File: src/rtl/jls_pkg.sv
// ---------------------------------------------------------------------------
// jls_pkg
// Shared definitions for the JPEG-LS stream packer:
//   - HDR_BYTES : the 25-byte SOI/SOF55/SOS header. Entries 7..10 are
//                 placeholders that are replaced by the latched frame height
//                 and width.
//   - MK_*      : marker byte constants.
//   - state_t   : packer FSM states.
//   - hdr_byte  : returns header byte idx with height/width substituted.
// ---------------------------------------------------------------------------
package jls_pkg;

    localparam int HDR_LEN = 25;

    localparam logic [7:0] MK_FF  = 8'hFF;
    localparam logic [7:0] MK_SOI = 8'hD8;
    localparam logic [7:0] MK_EOI = 8'hD9;

    localparam logic [7:0] HDR_BYTES [HDR_LEN] = '{
        8'hFF, 8'hD8, 8'hFF, 8'hF7, 8'h00, 8'h0B, 8'h08,
        8'h00, 8'h00, 8'h00, 8'h00,
        8'h01, 8'h01, 8'h11, 8'h00, 8'hFF, 8'hDA, 8'h00,
        8'h08, 8'h01, 8'h01, 8'h00, 8'h00, 8'h00, 8'h00
    };

    typedef enum logic [2:0] {
        ST_IDLE,
        ST_HDR,
        ST_DATA,
        ST_FLUSH,
        ST_EOI
    } state_t;

    // Height occupies bytes 7..8 and width bytes 9..10, both big-endian.
    function automatic logic [7:0] hdr_byte(input logic [4:0]  idx,
                                            input logic [15:0] width,
                                            input logic [15:0] height);
        case (idx)
            5'd7:    return height[15:8];
            5'd8:    return height[7:0];
            5'd9:    return width[15:8];
            5'd10:   return width[7:0];
            default: return (idx < 5'(HDR_LEN)) ? HDR_BYTES[idx] : 8'h00;
        endcase
    endfunction

endpackage

File: src/rtl/jls_bit_buffer.sv
// ---------------------------------------------------------------------------
// jls_bit_buffer
// MSB-aligned bit accumulator. Valid bits occupy the top `fill` positions of
// the register; every position below them is kept at zero, so the top byte
// is already zero-padded when fewer than 8 bits remain.
// Ports:
//   clk, rst   : clock, synchronous active-high reset
//   clr        : discard all contents
//   push       : append the top push_bc bits of push_bv
//   push_bv/bc : payload (first bit at IN_W-1) and its valid-bit count
//   pop_n      : number of bits (0, 7 or 8) consumed from the top this cycle
//   top_byte   : the 8 oldest bits
//   fill       : number of valid bits held
// ---------------------------------------------------------------------------
module jls_bit_buffer #(
    parameter int IN_W   = 192,
    parameter int BUF_W  = 256,
    parameter int BC_W   = $clog2(IN_W + 1),
    parameter int FILL_W = $clog2(BUF_W + 1)
) (
    input  logic              clk,
    input  logic              rst,
    input  logic              clr,
    input  logic              push,
    input  logic [IN_W-1:0]   push_bv,
    input  logic [BC_W-1:0]   push_bc,
    input  logic [3:0]        pop_n,
    output logic [7:0]        top_byte,
    output logic [FILL_W-1:0] fill
);

    logic [BUF_W-1:0]  bits;
    logic [BUF_W-1:0]  popped;
    logic [BUF_W-1:0]  appended;
    logic [IN_W-1:0]   masked;
    logic [FILL_W-1:0] fill_after_pop;

    // Pop first, then place the new bits directly behind what survives the
    // pop. Unused payload bits are masked off so the zero tail is preserved.
    always_comb begin
        popped         = bits << pop_n;
        fill_after_pop = fill - FILL_W'(pop_n);
        masked         = push_bv & ~({IN_W{1'b1}} >> push_bc);
        appended       = {masked, {(BUF_W-IN_W){1'b0}}} >> fill_after_pop;
    end

    // Buffer register: reset/clear empty it, otherwise pop and optional append.
    always_ff @(posedge clk) begin
        if (rst || clr) begin
            bits <= '0;
            fill <= '0;
        end else if (push) begin
            bits <= popped | appended;
            fill <= fill_after_pop + FILL_W'(push_bc);
        end else begin
            bits <= popped;
            fill <= fill_after_pop;
        end
    end

    assign top_byte = bits[BUF_W-1 -: 8];

endmodule

File: src/rtl/jls_stream_packer.sv
// ---------------------------------------------------------------------------
// jls_stream_packer
// Packs MSB-aligned variable-length bit vectors into a JPEG-LS byte stream:
// emits the header, data bytes with marker stuffing (a 0 bit is forced after
// every data 0xFF), a final partial byte and the EOI marker.
// Ports:
//   clk, rst            : clock, synchronous active-high reset
//   i_sof, width, height: frame start (IDLE only) and image dimensions
//   i_vl/i_rdy          : input beat handshake
//   i_bv, i_bc, i_eof   : payload, valid-bit count, last beat of frame
//   o_vl/o_rdy          : output byte handshake
//   o_byte, o_last      : registered output byte, high with the 0xD9 byte
//   busy                : state is not IDLE
//   byte_cnt            : bytes transferred in the current frame
// ---------------------------------------------------------------------------
module jls_stream_packer
    import jls_pkg::*;
#(
    parameter int IN_W  = 192,
    parameter int BUF_W = 256
) (
    input  logic                        clk,
    input  logic                        rst,
    input  logic                        i_sof,
    input  logic [15:0]                 width,
    input  logic [15:0]                 height,
    input  logic                        i_vl,
    input  logic [IN_W-1:0]             i_bv,
    input  logic [$clog2(IN_W+1)-1:0]   i_bc,
    input  logic                        i_eof,
    output logic                        i_rdy,
    output logic                        o_vl,
    output logic [7:0]                  o_byte,
    input  logic                        o_rdy,
    output logic                        o_last,
    output logic                        busy,
    output logic [31:0]                 byte_cnt
);

    localparam int BC_W   = $clog2(IN_W + 1);
    localparam int FILL_W = $clog2(BUF_W + 1);

    state_t            state, state_n;
    logic [4:0]        idx, idx_n;
    logic [15:0]       w_q, h_q;
    logic              prev_ff, prev_ff_n;
    logic              eof_seen, eof_seen_n;
    logic              load, load_last;
    logic [7:0]        load_byte;
    logic [3:0]        pop_n;
    logic              clr;
    logic              push;
    logic              out_free;
    logic [7:0]        top_byte;
    logic [7:0]        stuffed_byte;
    logic [FILL_W-1:0] fill;
    logic [FILL_W-1:0] need;
    logic [FILL_W-1:0] space;

    jls_bit_buffer #(
        .IN_W  (IN_W),
        .BUF_W (BUF_W),
        .BC_W  (BC_W),
        .FILL_W(FILL_W)
    ) u_buf (
        .clk     (clk),
        .rst     (rst),
        .clr     (clr),
        .push    (push),
        .push_bv (i_bv),
        .push_bc (i_bc),
        .pop_n   (pop_n),
        .top_byte(top_byte),
        .fill    (fill)
    );

    // After a data 0xFF only 7 payload bits follow behind a forced 0 MSB.
    assign need         = prev_ff ? FILL_W'(7) : FILL_W'(8);
    assign stuffed_byte = prev_ff ? {1'b0, top_byte[7:1]} : top_byte;
    assign space        = FILL_W'(BUF_W) - fill;
    assign out_free     = !o_vl || o_rdy;
    assign i_rdy        = (state == ST_DATA) && !eof_seen && (space >= FILL_W'(IN_W));
    assign push         = i_vl && i_rdy;
    assign busy         = (state != ST_IDLE);

    // Next-state and output-register load decisions. idx counts header bytes
    // loaded in HDR and marker bytes loaded in EOI.
    always_comb begin
        state_n    = state;
        idx_n      = idx;
        prev_ff_n  = prev_ff;
        eof_seen_n = eof_seen;
        load       = 1'b0;
        load_byte  = 8'h00;
        load_last  = 1'b0;
        pop_n      = 4'd0;
        clr        = 1'b0;
        case (state)
            ST_IDLE: begin
                if (i_sof) begin
                    state_n   = ST_HDR;
                    load      = 1'b1;
                    load_byte = MK_FF;
                    idx_n     = 5'd1;
                end
            end
            ST_HDR: begin
                if (idx < 5'(HDR_LEN)) begin
                    if (out_free) begin
                        load      = 1'b1;
                        load_byte = hdr_byte(idx, w_q, h_q);
                        idx_n     = idx + 5'd1;
                    end
                end else if (o_vl && o_rdy) begin
                    state_n    = ST_DATA;
                    prev_ff_n  = 1'b0;
                    eof_seen_n = 1'b0;
                end
            end
            ST_DATA: begin
                if (push && i_eof) begin
                    eof_seen_n = 1'b1;
                end
                if (fill >= need) begin
                    if (out_free) begin
                        load      = 1'b1;
                        load_byte = stuffed_byte;
                        pop_n     = prev_ff ? 4'd7 : 4'd8;
                        prev_ff_n = (stuffed_byte == MK_FF);
                    end
                end else if (eof_seen) begin
                    state_n = ST_FLUSH;
                end
            end
            ST_FLUSH: begin
                if (fill != '0 || prev_ff) begin
                    if (out_free) begin
                        load      = 1'b1;
                        load_byte = stuffed_byte;
                        clr       = 1'b1;
                        state_n   = ST_EOI;
                        idx_n     = 5'd0;
                    end
                end else begin
                    state_n = ST_EOI;
                    idx_n   = 5'd0;
                end
            end
            ST_EOI: begin
                if (idx == 5'd0) begin
                    if (out_free) begin
                        load      = 1'b1;
                        load_byte = MK_FF;
                        idx_n     = 5'd1;
                    end
                end else if (idx == 5'd1) begin
                    if (out_free) begin
                        load      = 1'b1;
                        load_byte = MK_EOI;
                        load_last = 1'b1;
                        idx_n     = 5'd2;
                    end
                end else if (o_vl && o_rdy) begin
                    state_n = ST_IDLE;
                end
            end
            default: state_n = ST_IDLE;
        endcase
    end

    // State, frame parameters, output register and byte counter. The output
    // register only changes when a new byte is loaded or the current one is
    // consumed, so it holds steady under backpressure.
    always_ff @(posedge clk) begin
        if (rst) begin
            state    <= ST_IDLE;
            idx      <= '0;
            w_q      <= '0;
            h_q      <= '0;
            prev_ff  <= 1'b0;
            eof_seen <= 1'b0;
            o_vl     <= 1'b0;
            o_byte   <= 8'h00;
            o_last   <= 1'b0;
            byte_cnt <= '0;
        end else begin
            state    <= state_n;
            idx      <= idx_n;
            prev_ff  <= prev_ff_n;
            eof_seen <= eof_seen_n;
            if (state == ST_IDLE && i_sof) begin
                w_q      <= width;
                h_q      <= height;
                byte_cnt <= '0;
            end else if (o_vl && o_rdy) begin
                byte_cnt <= byte_cnt + 32'd1;
            end
            if (load) begin
                o_vl   <= 1'b1;
                o_byte <= load_byte;
                o_last <= load_last;
            end else if (o_rdy) begin
                o_vl   <= 1'b0;
                o_last <= 1'b0;
            end
        end
    end

    bc_legal: assert property (@(posedge clk) disable iff (rst)
                               i_vl |-> (i_bc <= BC_W'(IN_W)));

endmodule

File: config.mk
export PLATFORM = sky130hd
export DESIGN_NAME = jls_stream_packer
export DESIGN_NICKNAME = d
export VERILOG_FILES = /design/src/rtl/jls_pkg.sv /design/src/rtl/jls_bit_buffer.sv /design/src/rtl/jls_stream_packer.sv
export SDC_FILE = /design/constraint.sdc
export NUM_CORES = 2
export LEC_CHECK = 0
export ABC_CLOCK_PERIOD_IN_PS = 8400
export CELL_PAD_IN_SITES_DETAIL_PLACEMENT = 1
export CELL_PAD_IN_SITES_GLOBAL_PLACEMENT = 1
export CORE_ASPECT_RATIO = 0.7
export CORE_MARGIN = 2
export CORE_UTILIZATION = 30
export CTS_CLUSTER_DIAMETER = 80
export CTS_CLUSTER_SIZE = 12
export DETAILED_ROUTE_END_ITERATION = 8
export PLACE_DENSITY = 0.7
export REMOVE_ABC_BUFFERS = 1
export SLEW_MARGIN = 40
export SYNTH_ARGS = -nofsm -noshare
export SYNTH_HDL_FRONTEND = slang
export SYNTH_SLANG_ARGS = --single-unit
File: constraint.sdc
create_clock -name clk -period 8.4 [get_ports clk]
set_input_delay 1.68 -clock clk [delete_from_list [all_inputs] [get_ports clk]]
set_output_delay 1.68 -clock clk [all_outputs]
set_load 0.1 [all_outputs]
Word-level counts from Yosys, hierarchy flattened
Memories as Yosys holds them, arrays and structs flattened.
Index checks and enable logic that the tools add are counted.
{"block": "op_classes", "n_mux": 64, "shift": 3, "eq_ne": 27, "addsub": 5, "n_bitwise": 4, "n_lt_le_gt_ge": 4, "n_reduce_logical": 23}
{"cell": "256-bit two-way mux", "n": 1}
{"cell": "256-bit OR", "n": 1}
{"cell": "256-bit by 4-bit left shift with 256-bit output", "n": 1}
{"cell": "256-bit by 9-bit right shift with 256-bit output", "n": 1}
{"cell": "192-bit bitwise AND", "n": 1}
{"cell": "192-bit NOT", "n": 1}
{"cell": "192-bit by 8-bit right shift with 192-bit output (first input constant)", "n": 1}
{"cell": "8-bit two-way mux", "n": 13}
{"cell": "5-bit two-way mux", "n": 9}
{"cell": "8-bit one-hot mux with 5 select lines", "n": 1}
{"cell": "32-bit by 1-bit adder with 32-bit output (second input constant)", "n": 1}
{"cell": "8-bit one-hot mux with 4 select lines", "n": 1}
{"cell": "3-bit two-way mux", "n": 10}
{"cell": "2-bit inequality test (second input constant)", "n": 11}
{"cell": "4-bit two-way mux", "n": 5}
{"cell": "5-bit one-hot mux with 4 select lines", "n": 1}
{"cell": "1-bit two-way mux", "n": 18}
{"cell": "5-bit by 4-bit equality test with 1-bit output (second input constant)", "n": 3}
{"cell": "3-bit one-hot mux with 5 select lines", "n": 1}
{"cell": "3-bit inequality test (second input constant)", "n": 4}
{"cell": "9-bit by 8-bit adder with 9-bit output", "n": 1}
{"cell": "9-bit by 4-bit greater-or-equal comparator with 1-bit output", "n": 1}
{"cell": "9-bit by 8-bit greater-or-equal comparator with 1-bit output (second input constant)", "n": 1}
{"cell": "9-bit two-way mux", "n": 1}
{"cell": "29 further kinds", "n": 41}
{"block": "totals", "wordCells": 143, "ff_bits": 349, "in_bits": 238, "rom_bits": 256, "n_memories": 1, "out_inout_bits": 44}
{"name": "(name not given)", "depth": 32, "word_bits": 8, "read_ports": 1, "rd_ports_with_merged_regs": 0, "wr": 0, "line_no": "jls_pkg.sv:43", "rtl": "default: return (idx < 5'(HDR_LEN)) ? HDR_BYTES[idx] : 8'h00;"}

Longest topological paths before layout
{"block": "logic_depth", "depth_word": 9, "mapped_depth": 34, "ltp_nobuf": 25}

Cells and area by module
A second synthesis with hierarchy kept.
{"block": "unflattened", "cells_unflattened": 6418, "area_unflattened_um2": 47772.1}
{"mod": "jls_bit_buffer", "cells_each": 5846, "area_each_um2": 43235.2, "n_inst": 1, "seq_area_each_um2": 5305.1}
{"mod": "jls_stream_packer", "cells_each": 572, "area_each_um2": 4536.9, "n_inst": 1, "seq_area_each_um2": 1681.6}

Worst setup path after synthesis
No wires, ideal clock.
{"block": "synth_timing", "path_type": "input port to flip-flop", "start": "input port o_rdy", "end": "register u_buf.fill[8]", "setup_ps": 128, "path_buffers": 10, "required_ps": 8272, "arrival_ps": 7039, "path_slack_ps": 1233, "cell_stages": 30, "cell_sequence": "nor2b_1 > nor2_1 > nand2_1 > clkbuf_1 > clkbuf_1 > clkbuf_1 > clkbuf_1 > nor2_1 > inv_1 > ha_1 > clkbuf_1 > o22ai_4 > xor2_1 > inv_1 > buf_2 > buf_2 > clkbuf_1 > clkbuf_1 > buf_2 > ha_1 > inv_1 > o21bai_1 > a21oi_1 > nor2_1 > nor2_1 > nor2b_1 > o21a_1 > o21ai_0 > xnor2_1 > nor2_1"}
{"block": "synth_via", "elab_chain_len": 7, "word_cells_on_any_way": 11, "classes_between": "2 x add/sub; 7 x mux; 2 x reduce/logical"}
{"item": "start: declaration", "line_no": "jls_stream_packer.sv:34", "rtl": "input logic o_rdy,"}
{"item": "1-bit logical OR (*)", "line_no": "jls_stream_packer.sv:81", "rtl": "assign out_free = !o_vl || o_rdy;"}
{"item": "4-bit two-way mux", "line_no": "jls_stream_packer.sv:125", "rtl": "if (out_free) begin"}
{"item": "4-bit two-way mux", "line_no": "jls_stream_packer.sv:124", "rtl": "if (fill >= need) begin"}
{"item": "4-bit two-way mux", "line_no": "jls_stream_packer.sv:98", "rtl": "case (state)"}
{"item": "9-bit by 4-bit subtractor with 9-bit output", "line_no": "jls_bit_buffer.sv:42", "rtl": "fill_after_pop = fill - FILL_W'(pop_n);"}
{"item": "9-bit by 8-bit adder with 9-bit output", "line_no": "jls_bit_buffer.sv:54", "rtl": "fill <= fill_after_pop + FILL_W'(push_bc);"}
{"item": "9-bit two-way mux", "line_no": "jls_bit_buffer.sv:52", "rtl": "end else if (push) begin"}
{"item": "end signal: assignment", "line_no": "jls_bit_buffer.sv:54"}
{"item": "end signal: assignment", "line_no": "jls_bit_buffer.sv:57", "rtl": "fill <= fill_after_pop;"}
{"item": "end: declaration", "line_no": "jls_bit_buffer.sv:29", "rtl": "output logic [FILL_W-1:0] fill"}
Mark *: on every way between the ends. The rest lies on a longest branch, timed or not.
A chain may end at the register's enable or synchronous reset.

Worst setup path in the final report
{"block": "layout_timing", "start": "input port o_rdy", "end": "register u_buf.bits[53]"}
{"block": "layout_via", "elab_chain_len": 8, "word_cells_on_any_way": 13, "classes_between": "1 x add/sub; 2 x shift; 7 x mux; 1 x bitwise; 2 x reduce/logical"}
{"item": "1-bit logical OR (*)", "line_no": "jls_stream_packer.sv:81"}
{"item": "4-bit two-way mux", "line_no": "jls_stream_packer.sv:125"}
{"item": "4-bit two-way mux", "line_no": "jls_stream_packer.sv:124"}
{"item": "4-bit two-way mux", "line_no": "jls_stream_packer.sv:98"}
{"item": "9-bit by 4-bit subtractor with 9-bit output", "line_no": "jls_bit_buffer.sv:42"}
{"item": "256-bit by 9-bit right shift with 256-bit output", "line_no": "jls_bit_buffer.sv:44", "rtl": "appended = {masked, {(BUF_W-IN_W){1'b0}}} >> fill_after_pop;"}
{"item": "256-bit OR", "line_no": "jls_bit_buffer.sv:53", "rtl": "bits <= popped | appended;"}
{"item": "256-bit two-way mux", "line_no": "jls_bit_buffer.sv:52"}
{"item": "end signal: assignment", "line_no": "jls_bit_buffer.sv:53"}
{"item": "end signal: assignment", "line_no": "jls_bit_buffer.sv:56", "rtl": "bits <= popped;"}
{"item": "end: declaration", "line_no": "jls_bit_buffer.sv:32", "rtl": "logic [BUF_W-1:0] bits;"}
Marks and branches as above.

==> flow_summary_export.csv <==
group,metric,value,unit
worst_setup_path,critPathCaptureType,"register",
worst_setup_path,cp.buffers_inverters,5,
final_layout,drive_gt1_share,14.5,%
worst_setup_path,crit_required,8820,ps
cts,cts_hold_buf,0,
die,die_w,448,microns
logic_synthesis,synth_edf_count,0,
timing,period_needed,7600,ps
final_layout,n_fill_cell,16700,
worst_setup_path,worstSetupStartpointType,"primary input",
timing,hold_viol_final,0,
timing,max_slew_margin,27.2,%
global_routing,grt_pass1_wl,446000,microns
global_routing,grt_max_degree,195,
timing,final.setup.worst_slack,797,ps
logic_synthesis,avgSynthCellArea,7.18,sq um
cts,clockBufferDepth,3,
drt,ant_nets,0,
placement,dp_slack,600,ps
global_routing,antenna_found_initial,41,
timing,fin_crit_sh,90.5,%
drt,drt_wl_total,332000,microns
drt,drt-wirelength-per-cell,42.3,microns
flow_run,max-cap-violations,0,
logic_synthesis,synth_cell_types,101,
placement,port_buffers,281,
timing,tns,0,ps
timing,rsz0062_at_grt,"no",
placement,dp_hpwl,265000,microns
drt,drt_iter0_markers,10300,
final_layout,fin_util,35.6,%
logic_synthesis,synth_area_leaders,"dfxtp_1, mux2i_1, nor2_1, a21oi_1, nand2_1",
logic_synthesis,ys_warn_count,0,
drt,wl_met3,56300,microns
logic_synthesis,ys_seq_elements,349,
logic_synthesis,synth_area,0.0415,sq mm
final_layout,layout_commonest_cell,"nor2_1",
final_layout,syn_to_final_growth,18.2,%
drt,vias,56600,
worst_setup_path,worstPathMaxFanout,39,
drt,drt_pass1_iterations,7,
final_layout,final_cell_mix,"nor2_1, nand2_1, mux2i_1",
run_status,status,"complete, no violations",
timing,setup_violations,0,
timing,skew,26.1,ps
final_layout,fin_nets,6226,
global_routing,overflow,0,
timing,worst_pin_slew,1090,ps
cts,htreeDepth,2,
die,io_pins,282,
global_routing,grt_pass1_vias,52200,
final_layout,stdcell_count,7840,
die,die_height,315,microns
timing,maxSlewViolCount,0,
die,start_util,30.1,%
drt,topRoutingLayerUsed,"met5",
cts,cts_resized,0,
placement,placed_cells,7775,
cts,cts_tree,"yes",
worst_setup_path,crit_arrival,8020,ps
die,num_rows,114,
drt,routed_via_density,7.22,
cts,clkTransAtPathRegs,70,ps
logic_synthesis,postSynthCellCount,5779,
drt,wl_met2,123000,microns
worst_setup_path,cp_top_family,"compound AO/OA/AOI/OAI gates",
worst_setup_path,worstSetupPathType,"primary input to register",
worst_setup_path,path_cells,"clkdlybuf4s50_1, nor2b_1, nor2_1, nand2_4, nor2_1, ha_4, inv_1, fa_4, inv_6, buf_4, nor2_2, buf_4, a222oi_1, o211ai_1, a221oi_1, nand2b_1, nand3_1, o31ai_1, a21oi_1, a31oi_1",
cts,cts_setup_buffers,0,
drt,drcViolationCount,0,
cts,cts_num_sinks,349,
timing,max_freq,0.132,GHz
global_routing,track_usage,44.8,%
logic_synthesis,ys_seq_area_share,16.8,%
drt,wl_met1,141000,microns
logic_synthesis,async_reset_ff_share,0,%
die,die_area,0.141,sq mm
logic_synthesis,synth_top_cell_by_area,"dfxtp_1",
min_path,holdCritPathClass,"register to register",
die,core_area,0.138,sq mm
cts,clk_latency,600,ps
worst_setup_path,critPathMaxStageDelay,850,ps
cts,cts_buffers,35,
worst_setup_path,cpMaxStageDelayCell,"a221oi_1",
placement,place_congestion,1.09,
logic_synthesis,yosysTopAreaCellShare,16.8,%
logic_synthesis,synthFlopType,"dfxtp_1",
cts,cts_root_buf,"clkbuf_16",
-- worst register-to-register path, cell delays in order (launching register included) --
cell and delay (ps):
dfxtp_4 470, inv_1 250, ha_1 360, a21o_1 100, a21oi_1 70, o2111ai_1 470, nand2_4 80, nor2_1 220
ha_4 170, inv_1 60, fa_4 790, inv_6 410, buf_4 330, nor2_2 70, buf_4 180, a222oi_1 370
o211ai_1 230, a221oi_1 850, nand2b_1 230, nand3_1 180, o31ai_1 310, a21oi_1 190, a31oi_1 650
-- through the flow --
stage          hold slack (ps)  instance area, sq um
3_3_place_gp               442                 47900
5_1_grt                    476                 49000
4_1_cts                    457                 48800
2_1_floorplan              430                 39000
3_5_place_dp               448                 47800
6_report                   458                 49000
-- final timing paths --
path,from,end,slack [ps],cells after the start
max,o_rdy,u_buf.bits[53]$_SDFF_PP0_,800,20
min reg2reg,w_q[5]$_SDFFE_PP0P_,w_q[5]$_SDFFE_PP0P_,460,2
min,w_q[5]$_SDFFE_PP0P_,w_q[5]$_SDFFE_PP0P_,460,2
max reg2reg,prev_ff$_SDFFE_PP0P_,u_buf.bits[53]$_SDFF_PP0_,1190,22
-- flip-flops by register name, summed over array words and instances (netlist names) --
name / flops
o_byte: 8
h_q: 16
eof_seen: 1
u_buf.fill: 9
w_q: 16
prev_ff: 1
o_last: 1
state: 3
idx: 5
byte_cnt: 32
o_vl: 1
u_buf.bits: 256
-- cells in the mapped netlist (28+ instances only) --
master / n
o21a_1: 47
nand2_1: 592
nor3_1: 114
o22ai_1: 179
a21oi_1: 453
a22oi_1: 65
o211a_1: 39
a32oi_1: 36
a211o_1: 32
buf_2: 160
or2_2: 28
a2bb2oi_1: 32
clkbuf_1: 336
a31oi_1: 50
a211oi_1: 124
and2_1: 48
dfxtp_1: 349
a221oi_1: 130
o211ai_1: 133
o221ai_1: 66
o221a_2: 32
and3_1: 40
a221o_1: 28
o21ai_0: 347
a22o_1: 43
mux4_2: 43
nand4_1: 41
o2111ai_1: 35
a21o_1: 38
o22a_1: 29
nor2_1: 651
nand2b_1: 46
mux2_2: 107
inv_1: 48
buf_1: 78
nand3_1: 140
mux2i_1: 512
-- area by class of cell --
| cell class | instances | area [sq um] | share of cell area (%) |
|---|---|---|---|
| Tap cell | 1856 | 2320 | 4.74 |
| Sequential cell | 349 | 6990 | 14.3 |
| Clock buffer | 38 | 887 | 1.81 |
| Inverter | 50 | 210 | 0.429 |
| Clock inverter | 5 | 86.3 | 0.176 |
| Multi-Input combinational cell | 4791 | 32200 | 65.7 |
| Antenna cell | 17 | 42.5 | 0.0868 |
| Timing Repair Buffer | 734 | 6290 | 12.8 |
-- layer usage --
metal | up-vias | track usage [%]
met5 | - | 2.06
met1 | 28700 | 62.6
met3 | 667 | 23.9
li1 | 22600 | -
met4 | 46 | 11.3
met2 | 4552 | 58.3
-- kinds of logic after synthesis --
group	after synthesis	share of synthesized area (%)
XOR/XNOR	40	0.844
AND/OR/NAND/NOR	1840	19.8
AO/OA/AOI/OAI	2222	37.6
buffers and inverters	639	6.43
adder cells (fa/ha/maj)	27	0.851
multiplexers	662	17.6
flip-flops	349	16.8
Power is not shown: default switching activity piles up to over one toggle a cycle in this logic, so the estimate is an artifact.
